## src/rtl/load_store_unit_if.sv

```systemverilog
// Request, memory and response signals of the load/store unit.
// slave: the unit's view. master: the execute stage / memory side view.
interface load_store_unit_if;
  logic        req_valid;
  logic        req_ready;
  logic        req_is_store;
  logic [2:0]  req_funct3;
  logic [31:0] req_addr;
  logic [31:0] req_wdata;

  logic [31:0] mem_address;
  logic [31:0] mem_write_data;
  logic        mem_write_enable;
  logic [2:0]  mem_funct3;
  logic [31:0] mem_read_data;

  logic        resp_valid;
  logic        resp_err;
  logic [31:0] resp_rdata;

  modport slave (
    input  req_valid, req_is_store, req_funct3, req_addr, req_wdata, mem_read_data,
    output req_ready, mem_address, mem_write_data, mem_write_enable, mem_funct3,
    output resp_valid, resp_err, resp_rdata
  );

  modport master (
    output req_valid, req_is_store, req_funct3, req_addr, req_wdata, mem_read_data,
    input  req_ready, mem_address, mem_write_data, mem_write_enable, mem_funct3,
    input  resp_valid, resp_err, resp_rdata
  );
endinterface

```

## src/rtl/load_store_unit.sv

```systemverilog
// Load/store unit: one request at a time, aligned accesses issued natively,
// misaligned halfword/word accesses split into byte accesses, bad requests
// answered with an error without touching memory.
module load_store_unit #(
  parameter int unsigned MEM_BYTES = 4096
) (
  input logic              clk,
  input logic              rst_n,
  load_store_unit_if.slave bus
);

  typedef enum logic [1:0] {StIdle, StAccess, StResp} state_e;

  state_e      state_q, state_d;
  logic        is_store_q, is_store_d;
  logic [2:0]  funct3_q, funct3_d;
  logic [31:0] addr_q, addr_d;
  logic [31:0] wdata_q, wdata_d;
  logic [31:0] asm_q, asm_d;
  logic [1:0]  cnt_q, cnt_d;
  logic        misal_q, misal_d;
  logic        err_q, err_d;

  // Request decode, only meaningful in StIdle.
  logic [2:0]  req_size;
  logic        req_misal;
  logic        req_illegal;
  logic [32:0] req_last_byte;
  logic        req_oor;

  always_comb begin
    unique case (bus.req_funct3[1:0])
      2'b00:   req_size = 3'd1;
      2'b01:   req_size = 3'd2;
      default: req_size = 3'd4;
    endcase
    req_misal = (bus.req_funct3[1:0] == 2'b01 && bus.req_addr[0]) ||
                (bus.req_funct3[1:0] == 2'b10 && bus.req_addr[1:0] != 2'b00);
    if (bus.req_is_store) begin
      req_illegal = !(bus.req_funct3 == 3'b000 || bus.req_funct3 == 3'b001 ||
                      bus.req_funct3 == 3'b010);
    end else begin
      req_illegal = (bus.req_funct3 == 3'b011 || bus.req_funct3 == 3'b110 ||
                     bus.req_funct3 == 3'b111);
    end
    // 33-bit sum so an address wrap counts as out of range.
    req_last_byte = {1'b0, bus.req_addr} + {30'b0, req_size} - 33'd1;
    req_oor       = req_last_byte >= 33'(MEM_BYTES);
  end

  // Index of the final byte of a misaligned access.
  logic [1:0] last_cnt;
  assign last_cnt = (funct3_q[1:0] == 2'b01) ? 2'd1 : 2'd3;

  // State and captured request registers.
  always_ff @(posedge clk or negedge rst_n) begin
    if (!rst_n) begin
      state_q    <= StIdle;
      is_store_q <= 1'b0;
      funct3_q   <= 3'b000;
      addr_q     <= 32'b0;
      wdata_q    <= 32'b0;
      asm_q      <= 32'b0;
      cnt_q      <= 2'd0;
      misal_q    <= 1'b0;
      err_q      <= 1'b0;
    end else begin
      state_q    <= state_d;
      is_store_q <= is_store_d;
      funct3_q   <= funct3_d;
      addr_q     <= addr_d;
      wdata_q    <= wdata_d;
      asm_q      <= asm_d;
      cnt_q      <= cnt_d;
      misal_q    <= misal_d;
      err_q      <= err_d;
    end
  end

  // Next-state logic: capture in idle, step bytes in access, one-cycle response.
  always_comb begin
    state_d    = state_q;
    is_store_d = is_store_q;
    funct3_d   = funct3_q;
    addr_d     = addr_q;
    wdata_d    = wdata_q;
    asm_d      = asm_q;
    cnt_d      = cnt_q;
    misal_d    = misal_q;
    err_d      = err_q;
    unique case (state_q)
      StIdle: begin
        if (bus.req_valid) begin
          is_store_d = bus.req_is_store;
          funct3_d   = bus.req_funct3;
          addr_d     = bus.req_addr;
          wdata_d    = bus.req_wdata;
          asm_d      = 32'b0;
          cnt_d      = 2'd0;
          misal_d    = req_misal;
          err_d      = req_illegal || req_oor;
          state_d    = (req_illegal || req_oor) ? StResp : StAccess;
        end
      end
      StAccess: begin
        if (!is_store_q) begin
          if (misal_q) begin
            unique case (cnt_q)
              2'd0: asm_d[7:0]   = bus.mem_read_data[7:0];
              2'd1: asm_d[15:8]  = bus.mem_read_data[7:0];
              2'd2: asm_d[23:16] = bus.mem_read_data[7:0];
              2'd3: asm_d[31:24] = bus.mem_read_data[7:0];
            endcase
          end else begin
            asm_d = bus.mem_read_data;
          end
        end
        if (!misal_q || cnt_q == last_cnt) begin
          state_d = StResp;
        end else begin
          cnt_d = cnt_q + 2'd1;
        end
      end
      StResp: begin
        state_d = StIdle;
      end
      default: begin
        state_d = StIdle;
      end
    endcase
  end

  // Byte k of the store data for split stores.
  logic [7:0] wbyte;
  always_comb begin
    unique case (cnt_q)
      2'd0: wbyte = wdata_q[7:0];
      2'd1: wbyte = wdata_q[15:8];
      2'd2: wbyte = wdata_q[23:16];
      2'd3: wbyte = wdata_q[31:24];
    endcase
  end

  // Outputs decoded from state; everything idles at zero outside access/response.
  always_comb begin
    bus.req_ready        = (state_q == StIdle);
    bus.resp_valid       = 1'b0;
    bus.resp_err         = 1'b0;
    bus.resp_rdata       = 32'b0;
    bus.mem_address      = 32'b0;
    bus.mem_write_data   = 32'b0;
    bus.mem_write_enable = 1'b0;
    bus.mem_funct3       = 3'b000;
    if (state_q == StAccess) begin
      bus.mem_write_enable = is_store_q;
      if (misal_q) begin
        bus.mem_address = addr_q + {30'b0, cnt_q};
        bus.mem_funct3  = is_store_q ? 3'b000 : 3'b100;
        if (is_store_q) bus.mem_write_data = {24'b0, wbyte};
      end else begin
        bus.mem_address = addr_q;
        bus.mem_funct3  = funct3_q;
        if (is_store_q) bus.mem_write_data = wdata_q;
      end
    end
    if (state_q == StResp) begin
      bus.resp_valid = 1'b1;
      bus.resp_err   = err_q;
      if (!err_q && !is_store_q) begin
        // Split LH needs sign extension; LHU/LW assembly already has zero/full upper bytes.
        if (misal_q && funct3_q == 3'b001) begin
          bus.resp_rdata = {{16{asm_q[15]}}, asm_q[15:0]};
        end else begin
          bus.resp_rdata = asm_q;
        end
      end
    end
  end

endmodule

```

## src/flat_wrapper.sv

```systemverilog
// flat-port wrapper written by rule: the top's interface ports become plain ports
module load_store_unit_flat 
#(
  parameter int unsigned MEM_BYTES = 4096
)
  (clk, rst_n, bus_req_valid, bus_req_is_store, bus_req_funct3, bus_req_addr, bus_req_wdata, bus_mem_read_data, bus_req_ready, bus_mem_address, bus_mem_write_data, bus_mem_write_enable, bus_mem_funct3, bus_resp_valid, bus_resp_err, bus_resp_rdata);
  load_store_unit_if bus_i ();
  input logic clk;
  input logic rst_n;
  input wire logic [$bits(bus_i.req_valid)-1:0] bus_req_valid;
  input wire logic [$bits(bus_i.req_is_store)-1:0] bus_req_is_store;
  input wire logic [$bits(bus_i.req_funct3)-1:0] bus_req_funct3;
  input wire logic [$bits(bus_i.req_addr)-1:0] bus_req_addr;
  input wire logic [$bits(bus_i.req_wdata)-1:0] bus_req_wdata;
  input wire logic [$bits(bus_i.mem_read_data)-1:0] bus_mem_read_data;
  output wire logic [$bits(bus_i.req_ready)-1:0] bus_req_ready;
  output wire logic [$bits(bus_i.mem_address)-1:0] bus_mem_address;
  output wire logic [$bits(bus_i.mem_write_data)-1:0] bus_mem_write_data;
  output wire logic [$bits(bus_i.mem_write_enable)-1:0] bus_mem_write_enable;
  output wire logic [$bits(bus_i.mem_funct3)-1:0] bus_mem_funct3;
  output wire logic [$bits(bus_i.resp_valid)-1:0] bus_resp_valid;
  output wire logic [$bits(bus_i.resp_err)-1:0] bus_resp_err;
  output wire logic [$bits(bus_i.resp_rdata)-1:0] bus_resp_rdata;
  assign bus_i.req_valid = bus_req_valid;
  assign bus_i.req_is_store = bus_req_is_store;
  assign bus_i.req_funct3 = bus_req_funct3;
  assign bus_i.req_addr = bus_req_addr;
  assign bus_i.req_wdata = bus_req_wdata;
  assign bus_i.mem_read_data = bus_mem_read_data;
  assign bus_req_ready = bus_i.req_ready;
  assign bus_mem_address = bus_i.mem_address;
  assign bus_mem_write_data = bus_i.mem_write_data;
  assign bus_mem_write_enable = bus_i.mem_write_enable;
  assign bus_mem_funct3 = bus_i.mem_funct3;
  assign bus_resp_valid = bus_i.resp_valid;
  assign bus_resp_err = bus_i.resp_err;
  assign bus_resp_rdata = bus_i.resp_rdata;
  load_store_unit #(.MEM_BYTES(MEM_BYTES)) u_core (.clk(clk), .rst_n(rst_n), .bus(bus_i));
endmodule
```

## config.mk

```make
export PLATFORM = sky130hd
export DESIGN_NAME = load_store_unit_flat
export DESIGN_NICKNAME = d
export VERILOG_FILES = /design/src/rtl/load_store_unit_if.sv /design/src/rtl/load_store_unit.sv /design/src/flat_wrapper.sv
export SDC_FILE = /design/constraint.sdc
export NUM_CORES = 1
export LEC_CHECK = 0
export CAP_MARGIN = 20
export CORE_MARGIN = 2
export CORE_UTILIZATION = 45
export CTS_BUF_LIST = sky130_fd_sc_hd__clkbuf_8
export DETAILED_ROUTE_END_ITERATION = 10
export GPL_TIMING_DRIVEN = 0
export PLACE_DENSITY_LB_ADDON = 0.05
export SYNTH_ARGS = -nofsm -noshare
export SYNTH_HDL_FRONTEND = slang
export SYNTH_SLANG_ARGS = --single-unit
```

## constraint.sdc

```tcl
create_clock -name clk -period 3.6 [get_ports clk]
set_clock_uncertainty 0.1 [all_clocks]
set_input_delay 0.9 -clock clk [delete_from_list [all_inputs] [get_ports clk]]
set_output_delay 0.9 -clock clk [all_outputs]
set_load 0.01 [all_outputs]
```

==> results.tsv, run 1 <==
stage	metric	value	unit
synthesis	netlist_area	0.008079	mm²
timing	fmax	0.2558	GHz
placement	io_buffers	205	
synthesis	synth_cell_type_count	65	
global_route	grt_pass1_wl	41310	µm
global_route	antenna_found_initial	0	
routing	vias	8544	
floorplan	io_pins	206	
timing	slew_headroom	0.4135	
placement	gp_congestion	0.8878	
worst_setup_path	reg2reg_from	u_core.cnt_q[1]$_DFFE_PN0P_	
global_route	first_global_vias	8055	
clock_tree	cts_root_buf	clkbuf_8	
floorplan	initial_utilization	0.4639	
floorplan	num_rows	48	
clock_tree	cts_buffers	9	
worst_setup_path	worst-path-max-fanout	7	
synthesis	synth-main-ff-cell	dfrtp_1	
timing	tns	-2.180	ns
worst_hold_path	hold_path.class	reg2reg	
worst_hold_path	whs_path_depth	2	
final_layout	layout-area-overhead-vs-synth	42.67	%
outcome	outcome	complete, but fails checks	
routing	drtPass1Iterations	5	
synthesis	syn_nets	1198	
worst_setup_path	rr_endpoint	u_core.asm_q[28]$_DFFE_PN0P_	
floorplan	core_area	0.01742	mm²
worst_hold_path	min_to	u_core.asm_q[8]$_DFFE_PN0P_	
floorplan	dieArea	0.01904	mm²
routing	drt_iter0_markers	552	
timing	worst_slack	-0.3094	ns
clock_tree	cts.sinks	106	
outcome	violations	setup timing	
timing	period_needed	3.909	ns
final_layout	nets	1442	
synthesis	ys_ff_latch	106	
worst_setup_path	critPathKind	reg2out	
worst_hold_path	min-delay-start	u_core.asm_q[8]$_DFFE_PN0P_	
worst_setup_path	crit_required	2.60	ns
timing	final.period_utilization	1.086	
clock_tree	tritoncts	done	
synthesis	synth_seq_area_share	0.3283	
placement	dp_hpwl	20170	µm
routing	drcViolationCount	0	
synthesis	synth_edf_count	0	
final_layout	final_common_cell	nand2_1	
timing	worstMarginPinSlew	0.8778	ns
power	max-vdd-ir-drop	0.1721	mV
synthesis	synthArstFlopShare	1.000	
final_layout	fill_cells	1551	
routing	routed_wirelength	26860	µm
clock_tree	htree_levels	3	
worst_setup_path	crit_arrival	2.91	ns
power	p_per_area	282.0	mW/mm²
timing	rsz0062_at_grt	true	
power	power.leakage	0.005090	µW
routing	wire_per_inst	17.59	µm
timing	hold_viol	0	
worst_setup_path	crit_path_start	u_core.addr_q[0]$_DFFE_PN0P_	
global_route	grt_max_degree	65	
routing	post_drt_via_cell_ratio	5.595	
timing	drv_slew	0	
final_layout	final_util	0.6618	
clock_tree	hold_buffers	0	
final_layout	instances_no_fill	1527	
routing	antenna_left	0	
final_layout	final_cell_mix	227 x nand2_1, 160 x clkdlybuf4s50_1, 104 x dfrtp_1	
clock_tree	clk_latency	0.40	ns
worst_setup_path	cp-start-kind	flip-flop	
worst_setup_path	rr_worst_depth	6	
timing	setup_violations	16	
global_route	track_usage	0.2778	
synthesis	postSynthCellCount	1052	
synthesis	yosysWarnings	0	
floorplan	die_h	138.0	µm
floorplan	die_w	138.0	µm
worst_setup_path	worstSetupEndpointType	output pin	
global_route	grt-ovfl-total	0	
flow_run	drv_cap	0	
synthesis	synth_area_per_cell	7.680	µm²
placement	placed_cells	1483	
worst_setup_path	r2r_setup_slack	1.33	ns
final_layout	drive_gt1_frac	0.1545	
clock_tree	clockBufferDepth	2	
clock_tree	clk_pin_slew	0.11	ns
[per-stage QoR]
stage / setup slack (ns) / total power (µW) / area [µm²] / hold slack [ns]
CTS: -0.3878 / 3199 / 11200 / 0.3848
global route: -0.4126 / 3434 / 11520 / 0.4128
detailed placement: -1.200 / 2325 / 10580 / 0.3596
floorplan: -0.1711 / 1976 / 8225 / 0.3402
finish: -0.3094 / 3251 / 11530 / 0.3818
global placement: -2.692 / 2306 / 10560 / 0.3541
[report_power, final]
part,internal [µW],total [µW],switching (µW)
Clock,335,821,486
Combinational,464,1040,571
Sequential,1290,1390,103
Total,2090,3250,1160
[timing repair]
action,4_1_cts,5_1_grt
hold endpoints to repair,0,0
buffers inserted,24,12
endpoints found under the setup margin,80,77
gates resized for setup,163,86
pin swaps,41,36
[registers in the layout, summed over array words and instances (netlist names)]
signal,cells
u_core.addr_q,32
u_core.cnt_q,2
u_core.misal_q,1
u_core.wdata_q,32
u_core.err_q,1
u_core.asm_q,32
u_core.is_store_q,1
u_core.state_q,2
u_core.funct3_q,3
[cell usage after synthesis, types with 5 or more instances]
cell      count  area [µm²]
xnor2_1      16       140.1
a222oi_1      9       90.09
nand3_1      19       95.09
clkbuf_1     46       172.7
o21bai_1      7       52.55
and2_1       47       294.0
o211ai_1      5       37.54
inv_1        57       214.0
o21ai_0      83       415.4
or3_1        12       75.07
o21ai_1       7       35.03
dfrtp_1     106        2653
nand2_1     229       859.6
nor3_1       20       100.1
and3_1        5       31.28
nand2b_1     13       81.33
o31ai_1      26       195.2
buf_2        10       50.05
xor2_1       18       157.7
a21oi_1      59       295.3
ha_1         41       513.0
nor3b_1       6       45.04
a21o_1       11       82.58
o21a_1        5       37.54
nand4_1      17       106.4
a211oi_1     14       105.1
nor2_1       69       259.0
mux2i_1      31       310.3
[worst max path at each step]
stage	to	slack [ns]	cells past startpoint
detailed placement	u_core.state_q[1]$_DFFE_PN0P_	-1.20	17
global route	bus_mem_address[26]	-0.41	10
finish	bus_mem_address[26]	-0.31	10
floorplan	u_core.state_q[0]$_DFFE_PN0P_	-0.17	15
CTS	bus_mem_address[26]	-0.39	10
global placement	u_core.addr_q[20]$_DFFE_PN0P_	-2.69	1
[cells by family after synthesis]
family | Yosys count | share of synthesized area
AND/OR/NAND/NOR | 458 | 0.2611
AO/OA/AOI/OAI | 260 | 0.2068
buffers and inverters | 117 | 0.05591
flip-flops | 106 | 0.3283
adder cells (fa/ha/maj) | 43 | 0.06845
XOR/XNOR | 34 | 0.03686
multiplexers | 34 | 0.04259
[layer usage]
layer	up-vias	track usage	share of wire
met2	304	0.4747	0.49
met5	-	0	0
li1	4134	-	-
met1	4054	0.3647	0.43
met4	0	0.09070	0.026
met3	52	0.03618	0.055
[worst max-delay path: stages (launching register included)]
cell and delay, ns:
dfrtp_1 0.41, ha_4 0.16, inv_2 0.03, fa_2 0.37
nor4b_4 0.34, nand3_2 0.15, nor3_4 0.26, nand3_4 0.16
or3_4 0.35, a21oi_2 0.13, buf_2 0.14
[cell type report]
| cell class | count | area, µm² | area share |
|---|---|---|---|
| Antenna cell | 1 | 2.502 | 0.0002171 |
| Clock buffer | 9 | 123.9 | 0.01075 |
| Multi-Input combinational cell | 829 | 5583 | 0.4844 |
| Sequential cell | 106 | 2655 | 0.2304 |
| Inverter | 57 | 221.5 | 0.01921 |
| Tap cell | 225 | 281.5 | 0.02442 |
| Buffer | 54 | 276.5 | 0.02399 |
| Timing Repair Buffer | 239 | 2295 | 0.1991 |
| Clock inverter | 7 | 87.58 | 0.007599 |
Note: power is estimated with default switching activity, not from simulation.
==> run 2: changes to the inputs <==
Settings changed: CORE_UTILIZATION 45 to 32.
==> results.tsv, run 2 (same netlist as run 1, synthesis figures left out) <==
stage	metric	value	unit	change
timing	hold_ws	0.2617	ns	-0.1202 ns
worst_setup_path	rr_worst_depth	7		+1
power	power.leakage	0.005158	µW	+1.3%
routing	drt_iter0_markers	416		-25%
power	p_per_area	277.6	mW/mm²	-1.6%
routing	drcViolationCount	0		unchanged
outcome	violations	setup timing		
power	p_clk_frac	0.255		+0.002
power	p_seq_frac	0.427		-0.002
global_route	grt_pass1_wl	44840	µm	+8.6%
timing	drv_slew	0		unchanged
placement	dp_hpwl	21990	µm	+9.0%
flow_run	drv_cap	0		unchanged
routing	routed_wirelength	28720	µm	+6.9%
final_layout	layout-area-overhead-vs-synth	45.70	%	
floorplan	num_rows	58		+21%
worst_setup_path	r2r_setup_slack	1.23	ns	-0.10 ns
timing	final.period_utilization	1.109		+0.02312
worst_setup_path	rr_endpoint	u_core.asm_q[30]$_DFFE_PN0P_		
outcome	outcome	complete, but fails checks		
power	p_int	2095	µW	+0.21%
worst_setup_path	slowest_delay	0.41	ns	about the same
timing	worstMarginPinSlew	0.8860	ns	+0.008185 ns
global_route	grt_max_degree	76		+17%
final_layout	final_common_cell	nand2_1		
final_layout	top_regs	u_core.addr_q (32), u_core.asm_q (32), u_core.wdata_q (32)		
worst_setup_path	worst-path-max-fanout	7		unchanged
routing	routed.top_layer	met4		
routing	wire_per_inst	17.48	µm	-0.62%
timing	fmax	0.2505	GHz	-2.1%
final_layout	seqCellArea	0.002656	mm²	about the same
power	total_power	3267	µW	+0.52%
routing	met1_length	13050	µm	+13%
floorplan	initial_utilization	0.3236		-0.1402
worst_setup_path	crit_chain	ha_4 > inv_2 > fa_2 > nor4b_4 > nand3_4 > nor3_4 > nand3_4 > or3_4 > a21oi_2 > buf_2		
global_route	grt-ovfl-total	0		unchanged
placement	io_buffers	205		unchanged
power	p_comb_frac	0.318		about the same
worst_setup_path	worstSetupEndpointType	output pin		
timing	rsz0062_at_grt	true		
worst_setup_path	crit_top_cell	nand3_4		
timing	hold_viol	0		unchanged
timing	period_needed	3.993	ns	+0.08322 ns
final_layout	instances_no_fill	1643		+7.6%
clock_tree	hold_buffers	0		unchanged
worst_setup_path	critPathKind	reg2out		
final_layout	multi_input_area	0.005624	mm²	+0.74%
worst_setup_path	crit_arrival	2.99	ns	+0.08 ns
routing	drtPass1Iterations	7		+2
timing	worst_slack	-0.3926	ns	-0.08322 ns
power	p_sw	1172	µW	+1.1%
worst_hold_path	hold_path.class	in2async		
routing	vias	8395		-1.7%
clock_tree	tritoncts	done		
worst_setup_path	crit_buf_inv	2		unchanged
routing	met3WireLength	1267	µm	-14%
clock_tree	htree_levels	3		unchanged
timing	setup_violations	17		+1
worst_setup_path	crit_required	2.60	ns	about the same
clock_tree	clk_latency	0.40	ns	about the same
worst_setup_path	path_delay_family	simple AND/OR/NAND/NOR gates		
clock_tree	cts_buffers	9		unchanged
final_layout	nets	1452		+0.69%
worst_setup_path	crit_slowest_cell	dfrtp_2		
floorplan	io_pins	206		unchanged
worst_setup_path	reg2reg_from	u_core.cnt_q[1]$_DFFE_PN0P_		
floorplan	die_w	162.9	µm	+18%
power	swShare	0.3587		+0.001996
clock_tree	clockBufferDepth	2		unchanged
clock_tree	cts.sinks	106		unchanged
floorplan	dieArea	0.02653	mm²	+39%
final_layout	drive_gt1_frac	0.1747		+0.02018
floorplan	die_h	162.9	µm	+18%
final_layout	final_cell_mix	226 x nand2_1, 159 x clkdlybuf4s50_1, 103 x dfrtp_1		
global_route	track_usage	0.2143		-0.06355
floorplan	core_area	0.02496	mm²	+43%
global_route	antenna_found_initial	2		+2
routing	wl_met2	13780	µm	+4.6%
timing	slew_headroom	0.4080		-0.005469
clock_tree	clk_pin_slew	0.12	ns	about the same
worst_setup_path	cp-start-kind	flip-flop		
placement	gp_congestion	0.8836		-0.47%
placement	placed_cells	1588		+7.1%
clock_tree	cts_root_buf	clkbuf_8		
placement	pre_cts_ws	-1.206	ns	-0.005920 ns
routing	antenna_left	0		unchanged
global_route	first_global_vias	8299		+3.0%
final_layout	fill_cells	2562		+65%
power	max-vdd-ir-drop	0.1804	mV	+4.8%
routing	post_drt_via_cell_ratio	5.110		-8.7%
-- run 2: changes by cell type in the layout (fill, tap and decap cells not counted), sizes merged, moves of 2 or more --
cell and change:
buf +17, clkdlybuf4s15 -4, clkinv -3, dlygate4sd2 +2, dlymetal6s2s -3, inv +3
-- run 2: power groups by stage --
| stage | combinational, µW | clock, µW | sequential [µW] |
|---|---|---|---|
| 6_report | 1040 | 832 | 1400 |
| 3_3_place_gp | 919 | 0 | 1410 |
| 4_1_cts | 1000 | 863 | 1390 |
| 3_5_place_dp | 929 | 0 | 1410 |
| 5_1_grt | 1150 | 903 | 1410 |
| 2_1_floorplan | 595 | 0 | 1380 |
-- run 2: final cells by class --
type	count	area share
diodes	2	0.0004252
plain buffers	54	0.02381
clock buffers	9	0.01052
clock inverters	7	0.007122
inverters	57	0.01881
multi-input cells	829	0.4778
flip-flops and latches	106	0.2257
well taps	330	0.03508
repair buffers	249	0.2008
-- run 2: worst register-to-register path: stages, from the launching register on --
cell	delay, ns
dfrtp_2	0.47
buf_4	0.15
buf_4	0.12
ha_2	0.25
o21ai_1	0.58
clkbuf_1	0.43
nand2_1	0.10
o31ai_1	0.08
-- run 2: through the flow --
| stage | setup TNS (ns) | utilization | cell area (µm²) |
|---|---|---|---|
| 5_1_grt | -6.571 | 0.4715 | 11770 |
| 2_1_floorplan | -0.4924 | - | 8225 |
| 4_1_cts | -4.334 | 0.4580 | 11430 |
| 6_report | -3.677 | 0.4715 | 11770 |
| 3_5_place_dp | -17.59 | 0.4294 | 10720 |
| 3_3_place_gp | -343.35 | 0.4282 | 10690 |
-- run 2: per-layer routing --
layer,vias up,global-route usage
met3,38,0.03565
met1,3991,0.2832
met5,-,0
met4,0,0.06114
met2,212,0.3609
li1,4154,-
-- run 2: repair_timing --
item	CTS	global route
resized for setup	205	79
setup buffers	26	20
endpoints found under the setup margin	92	72
pin swaps	45	31
endpoints found under the hold margin	0	0
-- run 2: how the worst max path moves through the flow --
stage                            startpoint                       endpoint  slack [ns]  cells after the start
6_report        u_core.cnt_q[0]$_DFFE_PN0P_            bus_mem_address[24]       -0.39                     10
5_1_grt        u_core.addr_q[0]$_DFFE_PN0P_            bus_mem_address[24]       -0.56                     10
4_1_cts        u_core.addr_q[0]$_DFFE_PN0P_            bus_mem_address[24]       -0.49                     10
3_5_place_dp              bus_req_funct3[0]  u_core.state_q[0]$_DFFE_PN0P_       -1.21                     16
3_3_place_gp                          rst_n  u_core.addr_q[20]$_DFFE_PN0P_       -3.09                      1
2_1_floorplan             bus_req_funct3[0]  u_core.state_q[0]$_DFFE_PN0P_       -0.17                     15
==> run 3: changes to the inputs <==
Settings changed: CORE_MARGIN 2 to default, SETUP_SLACK_MARGIN from default to 0.1.
==> results.tsv, run 3 (same netlist as run 1, synthesis figures left out) <==
stage	metric	value	unit	change
outcome	outcome	complete, but fails checks		
outcome	violations	setup timing		
worst_setup_path	crit_top_cell	nand3_4		
global_route	grt-ovfl-total	0		unchanged
floorplan	die_w	160.9	µm	-1.2%
placement	gp_congestion	0.8535		-3.4%
timing	period_needed	4.012	ns	+0.01944 ns
power	p_per_area	270.5	mW/mm²	-2.5%
timing	worstMarginPinSlew	0.8726	ns	-0.01342 ns
timing	final.period_utilization	1.114		+0.005400
timing	rsz0062_at_grt	true		
power	p_int	2063	µW	-1.5%
floorplan	num_rows	57		-1.7%
floorplan	initial_utilization	0.3293		+0.005678
global_route	grt_pass1_wl	45220	µm	+0.85%
placement	pre_cts_ws	-1.218	ns	-0.01237 ns
placement	io_buffers	205		unchanged
final_layout	instances_no_fill	1651		+0.49%
clock_tree	clk_latency	0.39	ns	about the same
final_layout	layout-area-overhead-vs-synth	48.78	%	
worst_setup_path	crit_required	2.60	ns	about the same
final_layout	drive_gt1_frac	0.1891		+0.01447
power	power.leakage	0.005501	µW	+6.6%
timing	worst_slack	-0.4121	ns	-0.01944 ns
final_layout	antenna_cells	0		-2
placement	placed_cells	1582		-0.38%
worst_setup_path	worst-path-max-fanout	7		unchanged
power	p_sw	1189	µW	+1.4%
timing	drv_slew	0		unchanged
power	p_seq_frac	0.429		+0.002
routing	antenna_left	0		unchanged
global_route	antenna_found_initial	0		-2
routing	drt_iter0_markers	570		+37%
routing	wl_met2	14100	µm	+2.4%
routing	drcViolationCount	0		unchanged
final_layout	final_common_cell	nand2_1		
floorplan	io_pins	206		unchanged
routing	met1_length	13220	µm	+1.3%
routing	post_drt_via_cell_ratio	5.071		-0.75%
power	max-vdd-ir-drop	0.1780	mV	-1.3%
floorplan	core_area	0.02453	mm²	-1.7%
worst_setup_path	slowest_delay	0.41	ns	about the same
clock_tree	clk_pin_slew	0.13	ns	about the same
routing	routed_wirelength	28710	µm	about the same
routing	vias	8373		-0.26%
floorplan	die_h	160.9	µm	-1.2%
routing	drtPass1Iterations	5		-2
timing	hold_ws	0.2827	ns	+0.02108 ns
clock_tree	cts.sinks	106		unchanged
worst_hold_path	hold_path.class	in2async		
clock_tree	cts_root_buf	clkbuf_8		
power	swShare	0.3656		+0.006824
flow_run	drv_cap	0		unchanged
power	p_comb_frac	0.338		+0.020
placement	dp_hpwl	21650	µm	-1.5%
worst_setup_path	worstSetupEndpointType	output pin		
global_route	grt_max_degree	69		-9.2%
timing	slew_headroom	0.4170		+0.008969
worst_setup_path	crit_slowest_cell	dfrtp_2		
routing	met3WireLength	1174	µm	-7.3%
worst_setup_path	crit_arrival	3.01	ns	+0.02 ns
power	p_clk_frac	0.233		-0.022
global_route	first_global_vias	8247		-0.63%
final_layout	nets	1468		+1.1%
clock_tree	hold_buffers	0		unchanged
clock_tree	htree_levels	3		unchanged
timing	setup_violations	17		unchanged
routing	wire_per_inst	17.39	µm	-0.53%
routing	routed.top_layer	met4		
clock_tree	cts_buffers	9		unchanged
worst_setup_path	crit_chain	ha_4 > inv_2 > fa_2 > nor4b_4 > nand3_4 > nor3_4 > nand3_4 > or3_4 > a21oi_2 > buf_2		
clock_tree	clockBufferDepth	2		unchanged
global_route	track_usage	0.2213		+0.007040
final_layout	final_cell_mix	227 x nand2_1, 131 x clkdlybuf4s50_1, 102 x dfrtp_1		
timing	hold_viol	0		unchanged
floorplan	dieArea	0.02589	mm²	-2.4%
worst_setup_path	cp-start-kind	flip-flop		
final_layout	top_regs	u_core.addr_q (32), u_core.asm_q (32), u_core.wdata_q (32)		
worst_setup_path	critPathKind	reg2out		
timing	fmax	0.2492	GHz	-0.48%
clock_tree	tritoncts	done		
## run 3: power groups by stage
stage | Combinational (µW) | Sequential, µW | Clock [µW]
finish | 1100 | 1400 | 758
global route | 1210 | 1410 | 843
CTS | 1020 | 1390 | 796
detailed placement | 927 | 1410 | 0
global placement | 919 | 1410 | 0
floorplan | 595 | 1380 | 0
## run 3: what timing repair did
| item | CTS | global route |
|---|---|---|
| pin swaps | 52 | 44 |
| buffers inserted | 27 | 29 |
| resized for setup | 233 | 113 |
| endpoints found under the setup margin | 94 | 68 |
## run 3: through the flow
stage          setup TNS (ns)  total power, µW  area (µm²)    util
2_1_floorplan         -0.4924             1976        8233       -
3_3_place_gp          -325.03             2332       10690  0.4357
3_5_place_dp           -13.91             2341       10720  0.4369
4_1_cts                -5.085             3209       11510  0.4691
5_1_grt                -6.506             3468       12020  0.4900
6_report               -3.307             3252       12020  0.4900
## run 3: path summary, 6_finish.rpt
check | from | to | slack (ns) | cells after the start
worst max register to register | u_core.cnt_q[1]$_DFFE_PN0P_ | u_core.asm_q[30]$_DFFE_PN0P_ | 1.11 | 8
worst max-delay path | u_core.cnt_q[0]$_DFFE_PN0P_ | bus_mem_address[26] | -0.41 | 10
worst min register to register | u_core.asm_q[14]$_DFFE_PN0P_ | u_core.asm_q[14]$_DFFE_PN0P_ | 0.38 | 2
worst min-delay path | rst_n | u_core.asm_q[25]$_DFFE_PN0P_ | 0.28 | 1
max in group asynchronous | rst_n | u_core.addr_q[26]$_DFFE_PN0P_ | 2.40 | 2
min in group clk | u_core.asm_q[14]$_DFFE_PN0P_ | u_core.asm_q[14]$_DFFE_PN0P_ | 0.38 | 2
## run 3: critical path: cells and delay by family, from the launching register on
family | cells | cell delay (ns)
AND/OR/NAND/NOR | 5 | 1.36
adder cells (fa/ha/maj) | 2 | 0.52
flip-flops | 1 | 0.41
buffers and inverters | 2 | 0.18
AO/OA/AOI/OAI | 1 | 0.13
## run 3: cell type report
type	count	area, µm²
fill	2507	12510
multi-input combinational	829	5739
tap	324	405.4
inverter	57	221.5
clock inverter	7	60.06
clock buffer	9	123.9
buffer	59	349.1
sequential	106	2658
timing repair buffer	260	2464
## run 3: per-layer routing
metal,global-route usage,vias up
li1,-,4177
met1,0.2969,3993
met2,0.3793,190
met3,0.03332,13
met4,0.03774,0
met5,0,-
